===== config.mk =====
export PLATFORM = sky130hd
export DESIGN_NAME = fpu_mul_server_flat
export DESIGN_NICKNAME = d
export VERILOG_FILES = /design/src/rtl/fpu_pkg.sv /design/src/rtl/fpu_mul_server_if.sv /design/src/rtl/fpu_mul_pack.sv /design/src/rtl/fpu_mul_server.sv /design/src/flat_wrapper.sv
export SDC_FILE = /design/constraint.sdc
export NUM_CORES = 1
export LEC_CHECK = 0
export CORE_ASPECT_RATIO = 1.1
export CORE_MARGIN = 2
export CORE_UTILIZATION = 45
export CTS_BUF_LIST = sky130_fd_sc_hd__clkbuf_4 sky130_fd_sc_hd__clkbuf_8 sky130_fd_sc_hd__clkbuf_16
export DETAILED_ROUTE_END_ITERATION = 8
export PLACE_DENSITY = 0.75
export SETUP_SLACK_MARGIN = 0.4
export SYNTH_ARGS = -nofsm -noshare
export SYNTH_HDL_FRONTEND = slang
export SYNTH_HIERARCHICAL = 1
export SYNTH_SLANG_ARGS = --single-unit

===== constraint.sdc =====
create_clock -name AClkH -period 9.36 [get_ports AClkH]
set_clock_uncertainty 0.2 [all_clocks]
set_input_delay 2.34 -clock AClkH [delete_from_list [all_inputs] [get_ports AClkH]]
set_output_delay 2.34 -clock AClkH [all_outputs]
set_load 0.02 [all_outputs]

===== src/rtl/fpu_pkg.sv =====
// fpu_pkg: shared widths, FSM state type and operand field helpers for the FPU multiply server.
package fpu_pkg;
    localparam int CExpLenDef = 8;
    localparam int CMantLenDef = 28;
    localparam logic [63:0] ZERO_WORD = '0;
    typedef enum logic [1:0] {IDLE, MUL, NORM, ACK} state_t;
    function automatic int f_bias(input int el);
        return (1 << (el - 1)) - 1;
    endfunction
    // Word layout is {sign, exp[el], mant[ml]}, right-aligned in 64 bits.
    function automatic logic f_sign(input logic [63:0] w, input int el, input int ml);
        return w[el + ml];
    endfunction
    function automatic logic [63:0] f_exp(input logic [63:0] w, input int el, input int ml);
        return (w >> ml) & ((64'd1 << el) - 64'd1);
    endfunction
    function automatic logic [63:0] f_mant(input logic [63:0] w, input int ml);
        return w & ((64'd1 << ml) - 64'd1);
    endfunction
endpackage


===== src/rtl/fpu_mul_server_if.sv =====
// fpu_mul_server_if: Req/Ack operand channel between an initiator and the multiply server.
interface fpu_mul_server_if
    import fpu_pkg::*;
#(
    parameter int CExpLen = CExpLenDef,
    parameter int CMantLen = CMantLenDef
) ();
    localparam int W = 1 + CExpLen + CMantLen;
    logic AReq;
    logic [W-1:0] ADataS;
    logic [W-1:0] ADataU;
    logic [W-1:0] ADataR;
    logic AAck;
    logic ABusy;
    logic AErr;
    modport master (output AReq, ADataS, ADataU, input ADataR, AAck, ABusy, AErr);
    modport slave (input AReq, ADataS, ADataU, output ADataR, AAck, ABusy, AErr);
endinterface


===== src/rtl/fpu_mul_pack.sv =====
// fpu_mul_pack: turns operand sign/exponent and the top product bits into a packed, saturated result.
module fpu_mul_pack
    import fpu_pkg::*;
#(
    parameter int CExpLen = CExpLenDef,
    parameter int CMantLen = CMantLenDef
) (
    input  logic [CExpLen:0]            i_hdr_s,
    input  logic [CExpLen:0]            i_hdr_u,
    input  logic [CMantLen:0]           i_prod_hi,
    output logic [CExpLen+CMantLen:0]   o_res
);
    localparam int E = CExpLen;
    localparam int M = CMantLen;
    localparam int W = 1 + E + M;
    localparam int EB = E + 2;
    localparam logic [EB-1:0] EMAX = EB'((1 << E) - 1);
    logic w_sign;
    logic w_zero;
    logic w_ovf;
    logic w_unf;
    logic [EB-1:0] w_e;
    logic [M-1:0] w_mant;
    // i_prod_hi holds product bits [2M-1:M-1]; the MSB selects the normalisation shift.
    always_comb begin
        w_sign = i_hdr_s[E] ^ i_hdr_u[E];
        w_zero = (i_hdr_s[E-1:0] == '0) || (i_hdr_u[E-1:0] == '0);
        w_e = EB'(i_hdr_s[E-1:0]) + EB'(i_hdr_u[E-1:0]) - EB'(f_bias(E)) + EB'(i_prod_hi[M]);
        w_mant = i_prod_hi[M] ? i_prod_hi[M:1] : i_prod_hi[M-1:0];
        w_unf = w_e[EB-1] || (w_e == '0);
        w_ovf = !w_e[EB-1] && (w_e >= EMAX);
        o_res = (w_zero || w_unf) ? W'(ZERO_WORD)
              : w_ovf ? {w_sign, E'((1 << E) - 2), {M{1'b1}}}
              : {w_sign, w_e[E-1:0], w_mant};
    end
endmodule


===== src/rtl/fpu_mul_server.sv =====
// fpu_mul_server: iterative shift-add floating-point multiplier serving one Req/Ack operand channel,
// with a one-entry skid register so a request can arrive while a multiply is in flight.
module fpu_mul_server
    import fpu_pkg::*;
#(
    parameter int CExpLen = CExpLenDef,
    parameter int CMantLen = CMantLenDef
) (
    input  logic AClkH,
    input  logic AResetH,
    input  logic AClkHEn,
    fpu_mul_server_if.slave bus
);
    localparam int E = CExpLen;
    localparam int M = CMantLen;
    localparam int W = 1 + E + M;
    localparam int CW = $clog2(M);
    state_t r_state;
    state_t w_nxt;
    logic [CW-1:0] r_cnt;
    logic [M:0] r_acc;
    logic [M-1:0] r_mpl;
    logic [M-1:0] r_mcand;
    logic [E:0] r_hdr_s;
    logic [E:0] r_hdr_u;
    logic [W-1:0] r_skid_s;
    logic [W-1:0] r_skid_u;
    logic [W-1:0] r_data;
    logic r_skid_v;
    logic r_ack;
    logic r_err;
    logic w_load;
    logic w_from_skid;
    logic w_cap;
    logic w_drop;
    logic [W-1:0] w_src_s;
    logic [W-1:0] w_src_u;
    logic [W-1:0] w_res;
    logic [M:0] w_sum;
    always_ff @(posedge AClkH or posedge AResetH) begin
        if (AResetH) r_state <= IDLE;
        else if (AClkHEn) r_state <= w_nxt;
    end
    always_comb begin
        w_nxt = r_state;
        w_load = 1'b0;
        w_from_skid = 1'b0;
        w_cap = 1'b0;
        w_drop = 1'b0;
        case (r_state)
            IDLE: begin
                w_nxt = bus.AReq ? MUL : IDLE;
                w_load = bus.AReq;
            end
            MUL, NORM: begin
                w_nxt = (r_state == NORM) ? ACK : (r_cnt == '0) ? NORM : MUL;
                w_cap = bus.AReq && !r_skid_v;
                w_drop = bus.AReq && r_skid_v;
            end
            default: begin
                // A waiting skid entry has priority; a simultaneous request refills the skid.
                w_nxt = (r_skid_v || bus.AReq) ? MUL : IDLE;
                w_load = r_skid_v || bus.AReq;
                w_from_skid = r_skid_v;
                w_cap = r_skid_v && bus.AReq;
            end
        endcase
    end
    assign w_src_s = w_from_skid ? r_skid_s : bus.ADataS;
    assign w_src_u = w_from_skid ? r_skid_u : bus.ADataU;
    // r_acc keeps only product bits [2M-1:M-1]; lower bits are dropped by truncation anyway.
    assign w_sum = {1'b0, r_acc[M:1]} + {1'b0, r_mpl[0] ? r_mcand : M'(0)};
    always_ff @(posedge AClkH or posedge AResetH) begin
        if (AResetH) begin
            r_cnt <= '0;
            r_acc <= '0;
            r_mpl <= '0;
            r_mcand <= '0;
            r_hdr_s <= '0;
            r_hdr_u <= '0;
            r_skid_s <= '0;
            r_skid_u <= '0;
            r_skid_v <= 1'b0;
            r_data <= '0;
            r_ack <= 1'b0;
            r_err <= 1'b0;
        end else if (AClkHEn) begin
            r_ack <= r_state == NORM;
            r_err <= r_err | w_drop;
            r_skid_v <= w_cap | (r_skid_v & ~w_from_skid);
            if (w_cap) begin
                r_skid_s <= bus.ADataS;
                r_skid_u <= bus.ADataU;
            end
            if (r_state == NORM) r_data <= w_res;
            if (w_load) begin
                r_hdr_s <= {f_sign(64'(w_src_s), E, M), E'(f_exp(64'(w_src_s), E, M))};
                r_hdr_u <= {f_sign(64'(w_src_u), E, M), E'(f_exp(64'(w_src_u), E, M))};
                r_mcand <= M'(f_mant(64'(w_src_s), M));
                r_mpl <= M'(f_mant(64'(w_src_u), M));
                r_acc <= '0;
                r_cnt <= CW'(M - 1);
            end else if (r_state == MUL) begin
                r_acc <= w_sum;
                r_mpl <= r_mpl >> 1;
                r_cnt <= r_cnt - CW'(1);
            end
        end
    end
    fpu_mul_pack #(.CExpLen(CExpLen), .CMantLen(CMantLen)) u_pack (
        .i_hdr_s   (r_hdr_s),
        .i_hdr_u   (r_hdr_u),
        .i_prod_hi (r_acc),
        .o_res     (w_res)
    );
    assign bus.ADataR = r_data;
    assign bus.AAck = r_ack;
    assign bus.ABusy = (r_state != IDLE) || r_skid_v;
    assign bus.AErr = r_err;
endmodule


===== src/flat_wrapper.sv =====
// flat-port wrapper written by rule: the top's interface ports become plain ports
module fpu_mul_server_flat import fpu_pkg::*;
#(
    parameter int CExpLen = CExpLenDef,
    parameter int CMantLen = CMantLenDef
)
  (AClkH, AResetH, AClkHEn, bus_AReq, bus_ADataS, bus_ADataU, bus_ADataR, bus_AAck, bus_ABusy, bus_AErr);
  fpu_mul_server_if #(.CExpLen(CExpLen), .CMantLen(CMantLen)) bus_i ();
  input  logic AClkH;
  input  logic AResetH;
  input  logic AClkHEn;
  input wire logic [$bits(bus_i.AReq)-1:0] bus_AReq;
  input wire logic [$bits(bus_i.ADataS)-1:0] bus_ADataS;
  input wire logic [$bits(bus_i.ADataU)-1:0] bus_ADataU;
  output wire logic [$bits(bus_i.ADataR)-1:0] bus_ADataR;
  output wire logic [$bits(bus_i.AAck)-1:0] bus_AAck;
  output wire logic [$bits(bus_i.ABusy)-1:0] bus_ABusy;
  output wire logic [$bits(bus_i.AErr)-1:0] bus_AErr;
  assign bus_i.AReq = bus_AReq;
  assign bus_i.ADataS = bus_ADataS;
  assign bus_i.ADataU = bus_ADataU;
  assign bus_ADataR = bus_i.ADataR;
  assign bus_AAck = bus_i.AAck;
  assign bus_ABusy = bus_i.ABusy;
  assign bus_AErr = bus_i.AErr;
  fpu_mul_server #(.CExpLen(CExpLen), .CMantLen(CMantLen)) u_core (.AClkH(AClkH), .AResetH(AResetH), .AClkHEn(AClkHEn), .bus(bus_i));
endmodule

==> flow_results.xml, run 1 <==
<?xml version="1.0" encoding="UTF-8"?>
<metrics>
  <group name="power">
    <metric name="p_leak" unit="µW">0.00624</metric>
    <metric name="p_clk_share" unit="%">19.0</metric>
    <metric name="power.switching_fraction" unit="%">38.4</metric>
    <metric name="power.sequential.fraction" unit="%">33.4</metric>
    <metric name="internal_power" unit="µW">3140</metric>
    <metric name="worst_ir_drop_vdd" unit="V">0.000387</metric>
    <metric name="total_switching_power" unit="µW">1960</metric>
    <metric name="power.density_cell_area" unit="mW/mm²">360</metric>
    <metric name="combinational_share_of_power" unit="%">47.7</metric>
  </group>
  <group name="worst_setup_path">
    <metric name="worst_path_max_delay_cell" unit="">clkdlybuf4s50_1</metric>
    <metric name="critical-path-top-delay-family" unit="">buffers and inverters</metric>
    <metric name="critical_path_class" unit="">in2reg</metric>
    <metric name="critPathMaxFanout" unit="">58</metric>
    <metric name="r2r-end" unit="">u_core/r_acc[28]$_DFFE_PP0P_</metric>
    <metric name="rr_worst_depth" unit="">12</metric>
    <metric name="reg2reg_setup_slack" unit="ps">5340</metric>
    <metric name="timing.critical_path.slowest_cell_delay" unit="ps">810</metric>
    <metric name="worstPathCellList" unit="">clkdlybuf4s50_1 -&gt; nand2_1 -&gt; a21oi_4 -&gt; buf_4 -&gt; mux2_2</metric>
    <metric name="path_buf_inv" unit="">2</metric>
    <metric name="worstSetupStartpointType" unit="">input pin</metric>
    <metric name="reg2reg_from" unit="">u_core/r_mpl[0]$_DFFE_PP0P_</metric>
    <metric name="data_arrival_time_of_the_critical_path" unit="ps">5060</metric>
    <metric name="worst_setup_path_startpoint" unit="">AClkHEn</metric>
    <metric name="worst_ep_required_time" unit="ps">9550</metric>
    <metric name="critPathCaptureType" unit="">register</metric>
  </group>
  <group name="drt">
    <metric name="detailroute.via_count" unit="">8636</metric>
    <metric name="drt.antenna.violating_nets" unit="">0</metric>
    <metric name="wl_per_cell" unit="µm">15.9</metric>
    <metric name="wl" unit="µm">25400</metric>
    <metric name="vias_per_cell" unit="">5.41</metric>
    <metric name="dr.first_iter.drc_count" unit="">357</metric>
    <metric name="firstDrtPassIters" unit="">4</metric>
    <metric name="drc" unit="">0</metric>
  </group>
  <group name="cts">
    <metric name="ctsRootBufferMaster" unit="">clkbuf_16</metric>
    <metric name="clkSlewWorstSetupHoldPaths" unit="ps">60</metric>
    <metric name="tritoncts" unit="">built</metric>
    <metric name="postCtsSetupRepairBufs" unit="">0</metric>
    <metric name="total_number_of_h_tree_levels" unit="">1</metric>
    <metric name="worst_skew_pair.late_latency" unit="ps">510</metric>
    <metric name="numCtsBuffers" unit="">24</metric>
    <metric name="clock_path_buffers" unit="">3</metric>
    <metric name="cts_num_sinks" unit="">224</metric>
    <metric name="count_of_instances_resized_after_the_clock_tree_is_built" unit="">0</metric>
    <metric name="post_cts_hold_buffer_count" unit="">0</metric>
  </group>
  <group name="place">
    <metric name="port_buffers" unit="">117</metric>
    <metric name="placed_cells_incl_taps" unit="">1553</metric>
    <metric name="place_congestion" unit="">0.868</metric>
    <metric name="dpl.hpwl" unit="µm">17300</metric>
  </group>
  <group name="timing">
    <metric name="worst_pin_slew" unit="ps">1150</metric>
    <metric name="period_minus_slack" unit="ps">4870</metric>
    <metric name="finalHoldViolCount" unit="">0</metric>
    <metric name="maxSlewViolCount" unit="">0</metric>
    <metric name="timing.final.setup_violations" unit="">0</metric>
    <metric name="rsz0062_at_grt" unit="">no</metric>
    <metric name="maxSlewHeadroom" unit="%">23.5</metric>
    <metric name="max_freq" unit="MHz">205</metric>
    <metric name="layout_worst_path_cycle_share" unit="%">52.0</metric>
    <metric name="fin_worst_hold_slack" unit="ps">297</metric>
    <metric name="fin_tns_setup" unit="ps">0</metric>
  </group>
  <group name="cells_and_area">
    <metric name="synthToLayoutAreaGrowth" unit="%">18.1</metric>
    <metric name="final_nets" unit="">1357</metric>
    <metric name="layout.cells.non_filler" unit="">1595</metric>
    <metric name="drive_above_1_share" unit="%">17.7</metric>
  </group>
  <group name="grt">
    <metric name="antenna_found_initial" unit="">2</metric>
    <metric name="groute.usage.overall" unit="%">18.1</metric>
    <metric name="grt_first_pass_wirelength" unit="µm">42300</metric>
    <metric name="globalRoute.totalOverflow" unit="">0</metric>
    <metric name="number_of_global_route_vias_before_repair" unit="">8540</metric>
    <metric name="largest_net_degree_at_the_start_of_global_routing" unit="">151</metric>
  </group>
  <group name="yosys">
    <metric name="synth_ff_type" unit="">dfrtp_1</metric>
    <metric name="yosys.cell_count.top_type" unit="">dfrtp_1</metric>
    <metric name="seq_area_frac_synth" unit="%">46.7</metric>
    <metric name="yosys.area.top_type_share" unit="%">46.7</metric>
    <metric name="synth-async-reset-ratio" unit="%">100</metric>
    <metric name="dominant_cell_type_by_area_after_synthesis" unit="">dfrtp_1</metric>
    <metric name="ys_top_cells_by_count" unit="">224 x dfrtp_1, 185 x nand2_1, 111 x mux2_2</metric>
    <metric name="syn_area" unit="mm²">0.0120</metric>
    <metric name="synth_edf_count" unit="">0</metric>
    <metric name="syn-instance-count" unit="">1146</metric>
    <metric name="postSynthNetCount" unit="">1276</metric>
    <metric name="synth_seq_cells" unit="">224</metric>
    <metric name="synth_warnings" unit="">6</metric>
    <metric name="synth.area.top_cells" unit="">dfrtp_1 47%, mux2_2 10%, nand2_1 5.8%</metric>
    <metric name="synth.avg_cell_area" unit="µm²">10.5</metric>
    <metric name="number_of_distinct_library_cells_after_synthesis" unit="">68</metric>
  </group>
  <group name="hold_path">
    <metric name="hold_path_end" unit="">u_core/bus.AErr$_DFFE_PP0P_</metric>
    <metric name="hold_path_startpoint" unit="">u_core/bus.AErr$_DFFE_PP0P_</metric>
    <metric name="hold_path.class" unit="">reg2reg</metric>
    <metric name="min_delay_path_depth" unit="">1</metric>
  </group>
  <group name="floorplanning">
    <metric name="core" unit="mm²">0.0261</metric>
    <metric name="rows" unit="">62</metric>
    <metric name="floorplan.initialDensity" unit="%">45.9</metric>
    <metric name="io-pin-count" unit="">118</metric>
    <metric name="floorplan.die_area" unit="mm²">0.0280</metric>
    <metric name="fp.dieH" unit="µm">175</metric>
    <metric name="die_w" unit="µm">160</metric>
  </group>
  <group name="flow_run">
    <metric name="max_cap_viol_count" unit="">0</metric>
  </group>
  <group name="outcome">
    <metric name="outcome" unit="">complete, no violations</metric>
  </group>
</metrics>
layout make-up:
cell class	instances	area, µm²
diodes	1	2.50
inverters	21	86.3
clock inverters	7	85.1
well taps	352	440
multi-input cells	830	5990
repair buffers	126	1240
fillers	2280	12000
clock buffers	34	737
flip-flops and latches	224	5610
how the worst max path moves through the flow:
stage | to | slack (ps) | cells past startpoint
floorplan | u_core/bus.AAck$_DFFE_PP0P_ | 690 | 1
global placement | u_core/r_skid_s[8]$_DFFE_PP0P_ | 4000 | 5
detailed placement | u_core/r_skid_s[10]$_DFFE_PP0P_ | 3970 | 5
CTS | u_core/r_skid_s[19]$_DFFE_PP0P_ | 4500 | 5
global route | u_core/r_skid_u[9]$_DFFE_PP0P_ | 4340 | 5
finish | u_core/r_skid_s[10]$_DFFE_PP0P_ | 4490 | 5
state kept, by name, indices dropped and copies added, names as in the netlist:
| signal | cells |
|---|---|
| u_core/r_acc | 29 |
| u_core/r_skid_u | 37 |
| u_core/bus.AAck | 1 |
| u_core/r_skid_v | 1 |
| u_core/r_hdr_u | 9 |
| u_core/bus.AErr | 1 |
| u_core/bus.ADataR | 37 |
| u_core/r_cnt | 5 |
| u_core/r_mcand | 28 |
| u_core/r_hdr_s | 9 |
| u_core/r_mpl | 28 |
| u_core/r_state | 2 |
| u_core/r_skid_s | 37 |
cells in the final DEF (no fill, tap or decap), drive strengths merged, types with 3 or more instances in the layout:
cell / n
nand2: 186
clkbuf: 34
nand4: 5
mux2i: 30
a211oi: 4
clkinv: 5
nor3b: 6
clkdlybuf4s50: 117
xnor2: 17
o211ai: 5
xor2: 17
and3: 5
ha: 50
buf: 9
inv: 21
a21o: 18
a221o: 27
o21ai: 33
mux2: 111
a31oi: 49
nor3: 8
nor4: 6
o31ai: 4
a221oi: 3
nor2: 69
a21oi: 86
nand3: 5
dfrtp: 224
a22o: 8
o21bai: 3
or3: 4
nand2b: 7
and2: 35
nor2b: 3
a211o: 3
power groups by stage:
stage | clock [µW] | combinational, µW | sequential, µW
after floorplan | 0 | 2010 | 1670
after global placement | 0 | 2380 | 1700
after detailed placement | 0 | 2450 | 1710
after CTS | 997 | 2450 | 1700
after global routing | 1040 | 2700 | 1760
final | 969 | 2430 | 1700
cell families after synthesis:
group           Yosys count  share of synthesized area [%]
xor+xnor                 34                           2.60
buf+inv                  92                           3.72
simple gates            343                           12.6
compound gates          260                           15.9
fa+ha+maj                52                           5.54
flops                   224                           46.7
mux                     141                           12.9
worst register-to-register path: cells and delay by family, from the launching register on:
family,cells,cell delay [ps]
compound gates,6,1290
fa+ha+maj,2,660
flops,1,670
simple gates,4,1060
per-stage QoR:
step	power, µW	util, %	area, µm²	setup WS [ps]
final	5110	54.3	14200	4490
after global routing	5490	54.2	14200	4340
after global placement	4080	51.1	13400	4000
after detailed placement	4160	51.1	13400	3970
after floorplan	3680	-	12000	686
after CTS	5150	54.2	14200	4500
metal layers:
layer	up-vias	global-route usage [%]	wire, µm
met3	37	3.31	1240
met5	-	0	0
li1	4232	-	-
met2	161	29.8	12000
met4	0	5.53	609
met1	4206	24.4	11500
Power figures use the tool's default switching activity.
==> run 2: changes to the inputs <==
PLACE_DENSITY = 0.78   (was 0.75)
clock period = 4.25 ns   (was 9.36 ns; I/O delays follow)
==> flow_results.xml, run 2 (synthesized netlist as in run 1, its figures left out) <==
<?xml version="1.0" encoding="UTF-8"?>
<metrics>
  <group name="outcome">
    <metric name="outcome" unit="">complete, no violations</metric>
  </group>
  <group name="grt">
    <metric name="globalRoute.totalOverflow" unit="">0</metric>
    <metric name="antenna_found_initial" unit="">2</metric>
    <metric name="largest_net_degree_at_the_start_of_global_routing" unit="">134</metric>
    <metric name="grt_first_pass_wirelength" unit="µm">44000</metric>
    <metric name="gr-usage-met1" unit="%">24.1</metric>
    <metric name="groute.layer.met3.usage" unit="%">3.75</metric>
    <metric name="number_of_global_route_vias_before_repair" unit="">8897</metric>
    <metric name="grt.met2_usage" unit="%">32.5</metric>
    <metric name="groute.usage.overall" unit="%">18.8</metric>
    <metric name="busiest_layer" unit="">met2</metric>
  </group>
  <group name="cells_and_area">
    <metric name="final_common_cell" unit="">dfrtp_1</metric>
    <metric name="multi_input_area" unit="mm²">0.00600</metric>
    <metric name="layout_common_cells" unit="">224 x dfrtp_1, 184 x nand2_1, 117 x clkdlybuf4s50_1</metric>
    <metric name="synthToLayoutAreaGrowth" unit="%">18.8</metric>
    <metric name="drive_above_1_share" unit="%">18.4</metric>
    <metric name="register_area" unit="mm²">0.00561</metric>
    <metric name="final.fill_count" unit="">2270</metric>
    <metric name="final_nets" unit="">1368</metric>
    <metric name="final_core_util" unit="%">54.5</metric>
  </group>
  <group name="floorplanning">
    <metric name="core" unit="mm²">0.0261</metric>
    <metric name="floorplan.die_area" unit="mm²">0.0280</metric>
    <metric name="rows" unit="">62</metric>
    <metric name="floorplan.initialDensity" unit="%">45.9</metric>
    <metric name="die_w" unit="µm">160</metric>
    <metric name="fp.dieH" unit="µm">175</metric>
    <metric name="io-pin-count" unit="">118</metric>
  </group>
  <group name="hold_path">
    <metric name="hold_path_startpoint" unit="">u_core/r_mpl[27]$_DFFE_PP0P_</metric>
    <metric name="hold_path_end" unit="">u_core/r_mpl[27]$_DFFE_PP0P_</metric>
    <metric name="min_delay_path_depth" unit="">2</metric>
    <metric name="hold_path.class" unit="">reg2reg</metric>
  </group>
  <group name="timing">
    <metric name="maxSlewViolCount" unit="">0</metric>
    <metric name="rsz0062_at_grt" unit="">no</metric>
    <metric name="period_minus_slack" unit="ps">3600</metric>
    <metric name="max_freq" unit="MHz">278</metric>
    <metric name="maxSlewHeadroom" unit="%">25.7</metric>
    <metric name="worst_pin_slew" unit="ps">1110</metric>
    <metric name="timing.final.setup_violations" unit="">0</metric>
    <metric name="finalHoldViolCount" unit="">0</metric>
    <metric name="layout_worst_path_cycle_share" unit="%">84.6</metric>
    <metric name="fin_tns_setup" unit="ps">0</metric>
  </group>
  <group name="place">
    <metric name="port_buffers" unit="">117</metric>
    <metric name="place_congestion" unit="">0.902</metric>
    <metric name="dpl.hpwl" unit="µm">18000</metric>
  </group>
  <group name="worst_setup_path">
    <metric name="critPathCaptureType" unit="">register</metric>
    <metric name="reg2reg_setup_slack" unit="ps">650</metric>
    <metric name="data_arrival_time_of_the_critical_path" unit="ps">3780</metric>
    <metric name="rr_worst_depth" unit="">14</metric>
    <metric name="critical_path_class" unit="">reg2reg</metric>
    <metric name="worst_ep_required_time" unit="ps">4440</metric>
    <metric name="critPathMaxFanout" unit="">34</metric>
    <metric name="r2r-end" unit="">u_core/bus.ADataR[36]$_DFFE_PP0P_</metric>
    <metric name="worstSetupStartpointType" unit="">register</metric>
    <metric name="reg2reg_from" unit="">u_core/r_hdr_s[0]$_DFFE_PP0P_</metric>
  </group>
  <group name="drt">
    <metric name="drt.antenna.violating_nets" unit="">0</metric>
    <metric name="wl" unit="µm">26300</metric>
    <metric name="detailroute.via_count" unit="">8760</metric>
    <metric name="drc" unit="">0</metric>
    <metric name="vias_per_cell" unit="">5.46</metric>
    <metric name="dr.first_iter.drc_count" unit="">462</metric>
    <metric name="firstDrtPassIters" unit="">5</metric>
    <metric name="wl_per_cell" unit="µm">16.4</metric>
  </group>
  <group name="cts">
    <metric name="worst_skew_pair.late_latency" unit="ps">510</metric>
    <metric name="cts_num_sinks" unit="">224</metric>
    <metric name="total_number_of_h_tree_levels" unit="">1</metric>
    <metric name="tritoncts" unit="">built</metric>
    <metric name="clock_path_buffers" unit="">3</metric>
    <metric name="post_cts_hold_buffer_count" unit="">0</metric>
    <metric name="clkSlewWorstSetupHoldPaths" unit="ps">60</metric>
    <metric name="count_of_instances_resized_after_the_clock_tree_is_built" unit="">0</metric>
    <metric name="numCtsBuffers" unit="">24</metric>
    <metric name="postCtsSetupRepairBufs" unit="">0</metric>
    <metric name="ctsRootBufferMaster" unit="">clkbuf_16</metric>
  </group>
  <group name="power">
    <metric name="power.density_cell_area" unit="mW/mm²">799</metric>
    <metric name="worst_ir_drop_vdd" unit="V">0.000420</metric>
    <metric name="p_leak" unit="µW">0.00627</metric>
  </group>
  <group name="flow_run">
    <metric name="max_cap_viol_count" unit="">0</metric>
  </group>
</metrics>
run 2: worst max-delay path: stages, from the launching register on:
cell	delay [ps]
dfrtp_1	360
inv_1	50
ha_1	280
inv_1	60
ha_1	190
inv_1	70
fa_1	390
nand2b_1	160
a21oi_1	240
a31oi_1	200
xor2_2	320
a41o_2	250
buf_6	330
nor2_2	80
mux2_2	260
run 2: area by class of cell:
| class | count | share of cell area, % |
|---|---|---|
| flip-flops and latches | 224 | 39.3 |
| clock buffers | 32 | 4.93 |
| well taps | 352 | 3.09 |
| repair buffers | 136 | 9.50 |
| diodes | 1 | 0.0175 |
| inverters | 21 | 0.579 |
| clock inverters | 7 | 0.465 |
| multi-input cells | 831 | 42.1 |
run 2: worst max-delay path by stage:
stage	endpoint	start	slack (ps)
5_1_grt	u_core/bus.ADataR[31]$_DFFE_PP0P_	u_core/r_hdr_s[0]$_DFFE_PP0P_	430
2_1_floorplan	u_core/bus.AAck$_DFFE_PP0P_	AResetH	60
3_5_place_dp	u_core/bus.ADataR[19]$_DFFE_PP0P_	u_core/r_hdr_s[0]$_DFFE_PP0P_	600
4_1_cts	u_core/bus.ADataR[19]$_DFFE_PP0P_	u_core/r_hdr_s[0]$_DFFE_PP0P_	590
6_report	u_core/bus.ADataR[36]$_DFFE_PP0P_	u_core/r_hdr_s[0]$_DFFE_PP0P_	650
3_3_place_gp	u_core/bus.ADataR[15]$_DFFE_PP0P_	u_core/r_hdr_s[0]$_DFFE_PP0P_	690
run 2: per-stage QoR:
| stage | total power [µW] | cells | hold WS (ps) | setup slack [ps] | cell area (µm²) |
|---|---|---|---|---|---|
| 6_report | 11400 | 1604 | 299 | 654 | 14300 |
| 5_1_grt | 12300 | 1603 | 316 | 433 | 14300 |
| 4_1_cts | 11300 | 1602 | 302 | 589 | 14200 |
| 3_5_place_dp | 9250 | 1563 | 279 | 597 | 13500 |
| 3_3_place_gp | 9040 | 1563 | 285 | 692 | 13500 |
| 2_1_floorplan | 8110 | 1146 | 265 | 63.5 | 12000 |
run 2: metal layers:
metal,part of all wire (%),wire length [µm]
met5,0.050,13
met2,48,12700
met1,44,11600
met4,2.2,590
met3,5.2,1360
run 2: power breakdown:
part / internal (µW) / switching, µW
clock network: 1210 / 819
registers: 3080 / 639
logic: 2610 / 3030
